<file path="config.mk">
export PLATFORM = sky130hd
export DESIGN_NAME = uart_rx_fifo
export DESIGN_NICKNAME = d
export VERILOG_FILES = /design/src/rtl/uart_rx_fifo.sv
export SDC_FILE = /design/constraint.sdc
export NUM_CORES = 1
export LEC_CHECK = 0
export ABC_AREA = 1
export BUFFER_PORTS_ARGS = -buffer_cell sky130_fd_sc_hd__buf_4
export CAP_MARGIN = 20
export CORE_UTILIZATION = 30
export DETAILED_ROUTE_END_ITERATION = 10
export PLACE_DENSITY_LB_ADDON = 0.05
export SETUP_SLACK_MARGIN = 0.05
export SLEW_MARGIN = 20
export SYNTH_ARGS = -nofsm -noshare
export SYNTH_HDL_FRONTEND = slang
export SYNTH_SLANG_ARGS = --single-unit
</file>
<file path="constraint.sdc">
create_clock -name clk -period 3.21 [get_ports clk]
set_input_delay 0.4815 -clock clk [delete_from_list [all_inputs] [get_ports clk]]
set_output_delay 0.4815 -clock clk [all_outputs]
set_load 0.02 [all_outputs]
</file>
<file path="src/rtl/uart_rx_fifo.sv">
// Receive FIFO behind a UART receiver: first-word-fall-through read port, sticky overrun and level IRQ.
// Optional idle-timeout IRQ is built when UART_RX_FIFO_TIMEOUT_EN is defined.
module uart_rx_fifo #(
  parameter int unsigned DATA_WIDTH     = 8,
  parameter int unsigned DEPTH          = 16,
  parameter int unsigned THRESHOLD      = 8,
  parameter int unsigned TIMEOUT_CYCLES = 208320
) (
  input  logic                    clk,
  input  logic                    rst_n,
  input  logic [DATA_WIDTH-1:0]   in_data,
  input  logic                    in_valid,
  output logic [DATA_WIDTH-1:0]   out_data,
  output logic                    out_valid,
  input  logic                    out_ready,
  input  logic                    flush,
  input  logic                    ovr_clr,
  output logic [$clog2(DEPTH):0]  count,
  output logic                    overrun,
  output logic                    irq_level,
  output logic                    irq_timeout
);

  localparam int unsigned AW = $clog2(DEPTH);
  localparam int unsigned PW = AW + 1;

  // Elaboration-time parameter sanity checks.
  if (DEPTH < 2 || (DEPTH & (DEPTH - 1)) != 0) begin : g_bad_depth
    $error("uart_rx_fifo: DEPTH must be a power of 2 and >= 2");
  end
  if (THRESHOLD < 1 || THRESHOLD > DEPTH) begin : g_bad_threshold
    $error("uart_rx_fifo: THRESHOLD must be in 1..DEPTH");
  end
  if (TIMEOUT_CYCLES < 1) begin : g_bad_timeout
    $error("uart_rx_fifo: TIMEOUT_CYCLES must be >= 1");
  end

  logic [DATA_WIDTH-1:0] mem_q [DEPTH];
  logic [PW-1:0]         wr_ptr_q, wr_ptr_d;
  logic [PW-1:0]         rd_ptr_q, rd_ptr_d;
  logic [PW-1:0]         count_q, count_d;
  logic                  overrun_q, overrun_d;
  logic                  empty, full;
  logic                  pop_w, push_w, drop_w;

  assign empty = (wr_ptr_q == rd_ptr_q);
  assign full  = (wr_ptr_q[AW-1:0] == rd_ptr_q[AW-1:0]) && (wr_ptr_q[AW] != rd_ptr_q[AW]);

  // Flush overrides push/pop; a byte arriving on a flush cycle is silently discarded.
  assign pop_w  = ~flush & ~empty & out_ready;
  assign push_w = ~flush & in_valid & (~full | pop_w);
  assign drop_w = ~flush & in_valid & full & ~pop_w;

  always_comb begin
    wr_ptr_d  = wr_ptr_q;
    rd_ptr_d  = rd_ptr_q;
    overrun_d = overrun_q;
    if (flush) begin
      rd_ptr_d = wr_ptr_q;
    end else begin
      if (push_w) wr_ptr_d = wr_ptr_q + PW'(1);
      if (pop_w)  rd_ptr_d = rd_ptr_q + PW'(1);
    end
    if (drop_w)       overrun_d = 1'b1;
    else if (ovr_clr) overrun_d = 1'b0;
    count_d = wr_ptr_d - rd_ptr_d;
  end

  always_ff @(posedge clk or negedge rst_n) begin
    if (!rst_n) begin
      wr_ptr_q  <= '0;
      rd_ptr_q  <= '0;
      count_q   <= '0;
      overrun_q <= 1'b0;
    end else begin
      wr_ptr_q  <= wr_ptr_d;
      rd_ptr_q  <= rd_ptr_d;
      count_q   <= count_d;
      overrun_q <= overrun_d;
    end
  end

  // Storage is intentionally left unreset.
  always_ff @(posedge clk) begin
    if (push_w) mem_q[wr_ptr_q[AW-1:0]] <= in_data;
  end

  assign out_valid = ~empty;
  assign out_data  = empty ? '0 : mem_q[rd_ptr_q[AW-1:0]];
  assign count     = count_q;
  assign overrun   = overrun_q;
  assign irq_level = (count_q >= PW'(THRESHOLD));

`ifdef UART_RX_FIFO_TIMEOUT_EN
  localparam int unsigned TW = $clog2(TIMEOUT_CYCLES + 1);

  logic [TW-1:0] idle_q, idle_d;

  // Idle counter restarts on any activity or while empty, saturating at the limit.
  always_comb begin
    idle_d = idle_q;
    if (push_w || pop_w || flush || empty) idle_d = '0;
    else if (idle_q != TW'(TIMEOUT_CYCLES)) idle_d = idle_q + TW'(1);
  end

  always_ff @(posedge clk or negedge rst_n) begin
    if (!rst_n) idle_q <= '0;
    else        idle_q <= idle_d;
  end

  assign irq_timeout = (idle_q == TW'(TIMEOUT_CYCLES));
`else
  assign irq_timeout = 1'b0;
`endif

endmodule

</file>
After elaboration in Yosys (flattened, before gate mapping)
Memory sizes are Yosys's and may differ from the RTL's. Index checks and enable logic that the tools add are counted.

Register bits: 16. Bits in latches: 0. Bits in writable memories: 128. Bits in read-only memories: 0. Bits of input ports: 14. Output and inout bits: 17. Word-level logic and storage cells: 34. Memories: 1.

$add $sub $neg: 3. $mul: 0. Div/mod/pow operators: 0. Magnitude comparators: 1. Equal/unequal tests: 3. Shifts and indexed selects: 0. Mux-type cells: 9. Bitwise operators: 11. Reductions and logical operators: 2.

Memories: mem_q (words 16, width 8, rd ports 1, clocked after memory_dff 0, wr ports 1, RTL line 38) `logic [DATA_WIDTH-1:0] mem_q [DEPTH];`.

Operators with widths (number): two-way mux 5 bit (4); adder 5 x 1 -> 5 bit, second input constant (2); two-way mux 8 bit (1); AND 1 bit (6); == test 5 bit (1); greater-or-equal comparator 5 x 4 -> 1 bit, second input constant (1); subtractor 5 bit (1); == test 4 bit (1); two-way mux 1 bit (4); NOT 1 bit (4); nonzero test 2 bit (1); logical AND 1 bit (1); inequality test 1 bit (1); OR 1 bit (1).

Logic depth before layout (Yosys ltp)
Depth in word-level cells: 9. Depth in mapped cells: 20. Depth with buffers taken out: 19.

Worst setup path before layout
Ideal clock, no wire load.

Path type: register -> register. Start point: reg wr_ptr_q[0]. End point: reg count_q[4], in the netlist count[4]. Library setup time: 0.117 ns. Data arrival time: 2.180 ns. Data required time: 3.093 ns. Slack: 0.913 ns. Stages on the path, launching flop included: 20. Path buffers: 0. Period minus slack after synthesis: 2.297 ns. Cell sequence: dfrtp_1 inv_1 nand2_1 nand2_1 nor2_4 nand3_4 nand2_4 inv_2 nand2_1 nor3_1 xor2_1 nand2_1 nand2_1 ha_1 nand2_1 nand2_1 a31oi_1 inv_1 nand2_1 nand2_1.

Longest elaborated chain between the ends: 9. Elaborated cells on any way between the ends: 15. Those cells by class: add/sub (2); eq/ne (2); mux (4); bitwise (6); reduce/logical (1).

RTL lines: start: declaration (RTL line 39) `logic [PW-1:0] wr_ptr_q, wr_ptr_d;`; start signal: assignment (RTL line 76) `wr_ptr_q <= wr_ptr_d;`; == test 5 bit * (RTL line 46) `assign empty = (wr_ptr_q == rd_ptr_q);`; NOT 1 bit *; named net out_valid (RTL line 14) `output logic out_valid,`; AND 1 bit * (2 in a row) (RTL line 50) `assign pop_w = ~flush & ~empty & out_ready;`; OR 1 bit (RTL line 51) `assign push_w = ~flush & in_valid & (~full | pop_w);`; AND 1 bit (RTL line 51); two-way mux 5 bit (RTL line 61) `if (push_w) wr_ptr_d = wr_ptr_q + PW'(1);`; two-way mux 5 bit (RTL line 58) `if (flush) begin`; subtractor 5 bit * (RTL line 66) `count_d = wr_ptr_d - rd_ptr_d;`; named net count_d[4] (RTL line 41) `logic [PW-1:0] count_q, count_d;`; end signal: assignment (RTL line 78) `count_q <= count_d;`; end: declaration (RTL line 41).

The timed path passes the listed nets; every way through them passes the cells marked *. A chain may end at the register's enable or synchronous reset.

Worst setup path in the final report
Start point: reg rd_ptr_q[1]. End point: out out_data[1].

Longest elaborated chain between the ends: 2. Elaborated cells on any way between the ends: 3. Those cells by class: eq/ne (1); mux (1); memory (1).

RTL lines: start: declaration (RTL line 40) `logic [PW-1:0] rd_ptr_q, rd_ptr_d;`; start signal: assignment (RTL line 77) `rd_ptr_q <= rd_ptr_d;`; memory read (16 x 8 bit) or == test 5 bit (tied branches); two-way mux 8 bit * (RTL line 89) `assign out_data = empty ? '0 : mem_q[rd_ptr_q[AW-1:0]];`; end: declaration (RTL line 13) `output logic [DATA_WIDTH-1:0] out_data,`.

Mark *: on every way between the ends. The rest lies on a longest branch, timed or not.

==> results_dict.tcl <==
set metrics [dict create \
    async_flop_share_pct 11.1 \
    dieArea_um2 21100 \
    place_ws_ns 0.601 \
    status "finished clean" \
    drive_above_1_share_pct 19.6 \
    first_global_vias 3901 \
    initial_core_util_pct 30.5 \
    vias_per_cell 4.67 \
    whs_path_depth 2 \
    worstReg2RegStart "wr_ptr_q[2]" \
    core_area_um2 20200 \
    cts_tree "done" \
    synthCells 517 \
    critPathArrivalTime_ns 2.34 \
    num_rows 52 \
    crit_path_frequent_cell "buf_4" \
    grt_max_degree 35 \
    diodes 0 \
    ioPinCount 31 \
    min_from "ovr_clr" \
    cp_num_buf_inv 3 \
    die_width_um 145 \
    start_kind "flip-flop" \
    max_cap_violations 0 \
    root_buffer "clkbuf_16" \
    whs_ns 0.253 \
    path_clk_slew_ns 0.07 \
    place.gp.congestion 0.809 \
    fin_crit_sh_pct 87.8 \
    end_kind "output port" \
    pwr_density_cell_nw_per_um2 940 \
    num_vias 3955 \
    ys_seq_area_share_pct 68.9 \
    grt_pass1_wl_mm 24.5 \
    ys_seq_elements 144 \
    r2r-end "count[4]" \
    avgSynthCellArea_um2 11.9 \
    rsz0062_at_grt "false" \
    drtPass1Iterations 6 \
    cts_buffer_depth 2 \
    drt-initial-drc-count 277 \
    multi_input_area_um2 1660 \
    cp_max_fo 33 \
    cts_buffers 17 \
    synth.distinct_cells 36 \
    yosysWarnings 0 \
    required_ns 2.73 \
    synth_edf_count 128 \
    crit_path_cell_trace "inv_2 -> buf_4 -> o21ai_0 -> o221ai_1 -> o211ai_1 -> a31oi_1 -> buf_4" \
    irDropWorstVdd_uv 338 \
    dp_hpwl_mm 10.6 \
    antenna_found_initial 0 \
    setup_ws_ns 0.392 \
    finalSetupViolCount 0 \
    leakage_nw 2.68 \
    wire_per_inst_um 19.2 \
    max_freq_mhz 355 \
    overflow 0 \
    drv_slew 0 \
    path_delay_family "compound AO/OA/AOI/OAI gates" \
    worst_pin_slew_ns 0.499 \
    syn2layout_area_growth_pct 20.3 \
    ys.flop_type "edfxtp_1" \
    nets 588 \
    skew_ns 0.0125 \
    holdPathEnd "overrun" \
    crit_slowest_cell "dfrtp_1" \
    syn_area_um2 6160 \
    insertion_delay_ns 0.42 \
    io_buffers 29 \
    maxSlewHeadroom_pct 66.6 \
    cts_sinks 144 \
    cts-resized-gates 0 \
    setup_tns_ns 0 \
    r2r.worst_path.cells 17 \
    htree_num_levels 4 \
    finalHoldViolations 0 \
    syn_nets 541 \
    r2r_setup_slack_ns 0.66 \
    wirelength_mm 16.2 \
    crit_type "reg2out" \
    drcViolationCount 0 \
    ff_latch_area_um2 4250 \
    hold_class "in2reg" \
    nFillCells 2001 \
    die_h_um 145 \
    grtUsageTotal_pct 16.2 \
    critPathMaxStageDelay_ns 0.43 \
    finalCriticalPeriod_ns 2.82 \
    final_antenna_net_count 0 \
]
==> cells in the mapped netlist, types with 5 or more instances <==
cell type	instances	share of area, %
inv_2	7	0.43
clkbuf_1	20	1.2
xor2_1	6	0.85
dfrtp_1	16	6.5
o211ai_1	5	0.61
nand2_2	6	0.61
ha_1	9	1.8
inv_1	26	1.6
nor2_1	86	5.2
o21ai_0	67	5.4
o221ai_1	11	1.6
edfxtp_1	128	62
nand3_1	11	0.89
nand2_1	57	3.5
a31oi_1	11	1.1
o22ai_1	21	2.1
==> worst max path at each step <==
stage / startpoint / end / slack [ns] / cells past startpoint
3_3_place_gp: flush / count[4] / 0.60 / 16
3_5_place_dp: flush / count[4] / 0.60 / 16
6_report: rd_ptr_q[1] / out_data[1] / 0.39 / 7
4_1_cts: rd_ptr_q[1] / out_data[3] / 0.30 / 7
5_1_grt: rd_ptr_q[1] / out_data[1] / 0.22 / 7
2_1_floorplan: wr_ptr_q[0] / count[4] / 0.91 / 19
==> layout make-up <==
type	count	share of cell area, %
Timing Repair Buffer	55	5.61
Inverter	35	1.81
Clock buffer	17	5.74
Tap cell	270	4.56
Multi-Input combinational cell	311	22.4
Clock inverter	15	2.58
Sequential cell	144	57.3
==> where the power goes <==
part / internal (mW) / switching, mW
sequential: 2.22 / 0.126
clock: 1.19 / 0.875
combinational: 0.856 / 1.69
total: 4.27 / 2.69
==> routing by layer <==
| metal | routed length (µm) | GRT usage, % | part of all wire [%] | vias to the layer above |
|---|---|---|---|---|
| met2 | 7660 | 25.4 | 47 | 57 |
| met3 | 460 | 3.27 | 2.8 | 15 |
| met5 | 0 | 0 | 0 | - |
| met4 | 193 | 4.47 | 1.2 | 0 |
| met1 | 7920 | 22.6 | 49 | 1940 |
| li1 | - | - | - | 1943 |
==> placed cells by master, fill, tap and decap left out, types with 2 or more instances in the layout <==
| cell type | netlist | layout |
|---|---|---|
| o211ai_1 | 5 | 5 |
| dfrtp_1 | 16 | 15 |
| ha_1 | 9 | 9 |
| inv_6 | 0 | 6 |
| nand3_2 | 2 | 2 |
| xor2_1 | 6 | 6 |
| buf_4 | 3 | 54 |
| clkinv_4 | 0 | 2 |
| bufinv_16 | 0 | 2 |
| nand2_1 | 57 | 57 |
| a31oi_1 | 11 | 11 |
| inv_2 | 7 | 8 |
| inv_8 | 0 | 4 |
| clkbuf_16 | 0 | 17 |
| edfxtp_1 | 128 | 128 |
| o22ai_1 | 21 | 21 |
| o21ai_0 | 67 | 67 |
| o21ai_2 | 2 | 2 |
| o221ai_1 | 11 | 11 |
| nand2_4 | 3 | 3 |
| nor2_1 | 86 | 86 |
| inv_1 | 26 | 25 |
| xnor2_1 | 3 | 3 |
| nand3_1 | 11 | 11 |
| nand2_2 | 6 | 6 |
==> cell families (layout without fill, tap and decap cells) <==
logic type / count (synthesis) / count (layout) / share of synthesized area (%)
adder cells (fa/ha/maj): 10 / 10 / 2.15
buffers and inverters: 62 / 122 / 4.19
XOR/XNOR: 9 / 9 / 1.28
flip-flops: 144 / 144 / 68.9
other: 1 / 1 / 0.0609
AND/OR/NAND/NOR: 171 / 171 / 11.9
AO/OA/AOI/OAI: 120 / 120 / 11.5
==> what timing repair did <==
action                                 CTS  global route
endpoints found under the hold margin   16             0
hold buffers                             1             0
buffers inserted                         0             0
==> flip-flops by register name, indices dropped and copies added (netlist names) <==
signal / flops
overrun: 1
count: 5
rd_ptr_q: 5
mem_q: 128
wr_ptr_q: 5
==> metrics by stage <==
| step | util [%] | cell area, µm² | power [mW] | instances |
|---|---|---|---|---|
| finish | 36.7 | 7410 | 6.96 | 847 |
| global route | 36.7 | 7410 | 7.37 | 847 |
| CTS | 36.7 | 7410 | 7.06 | 847 |
| detailed placement | 33.6 | 6780 | 4.99 | 814 |
| global placement | 33.6 | 6780 | 5.01 | 814 |
| floorplan | - | 6160 | 4.02 | 517 |
Power figures use the tool's default switching activity.
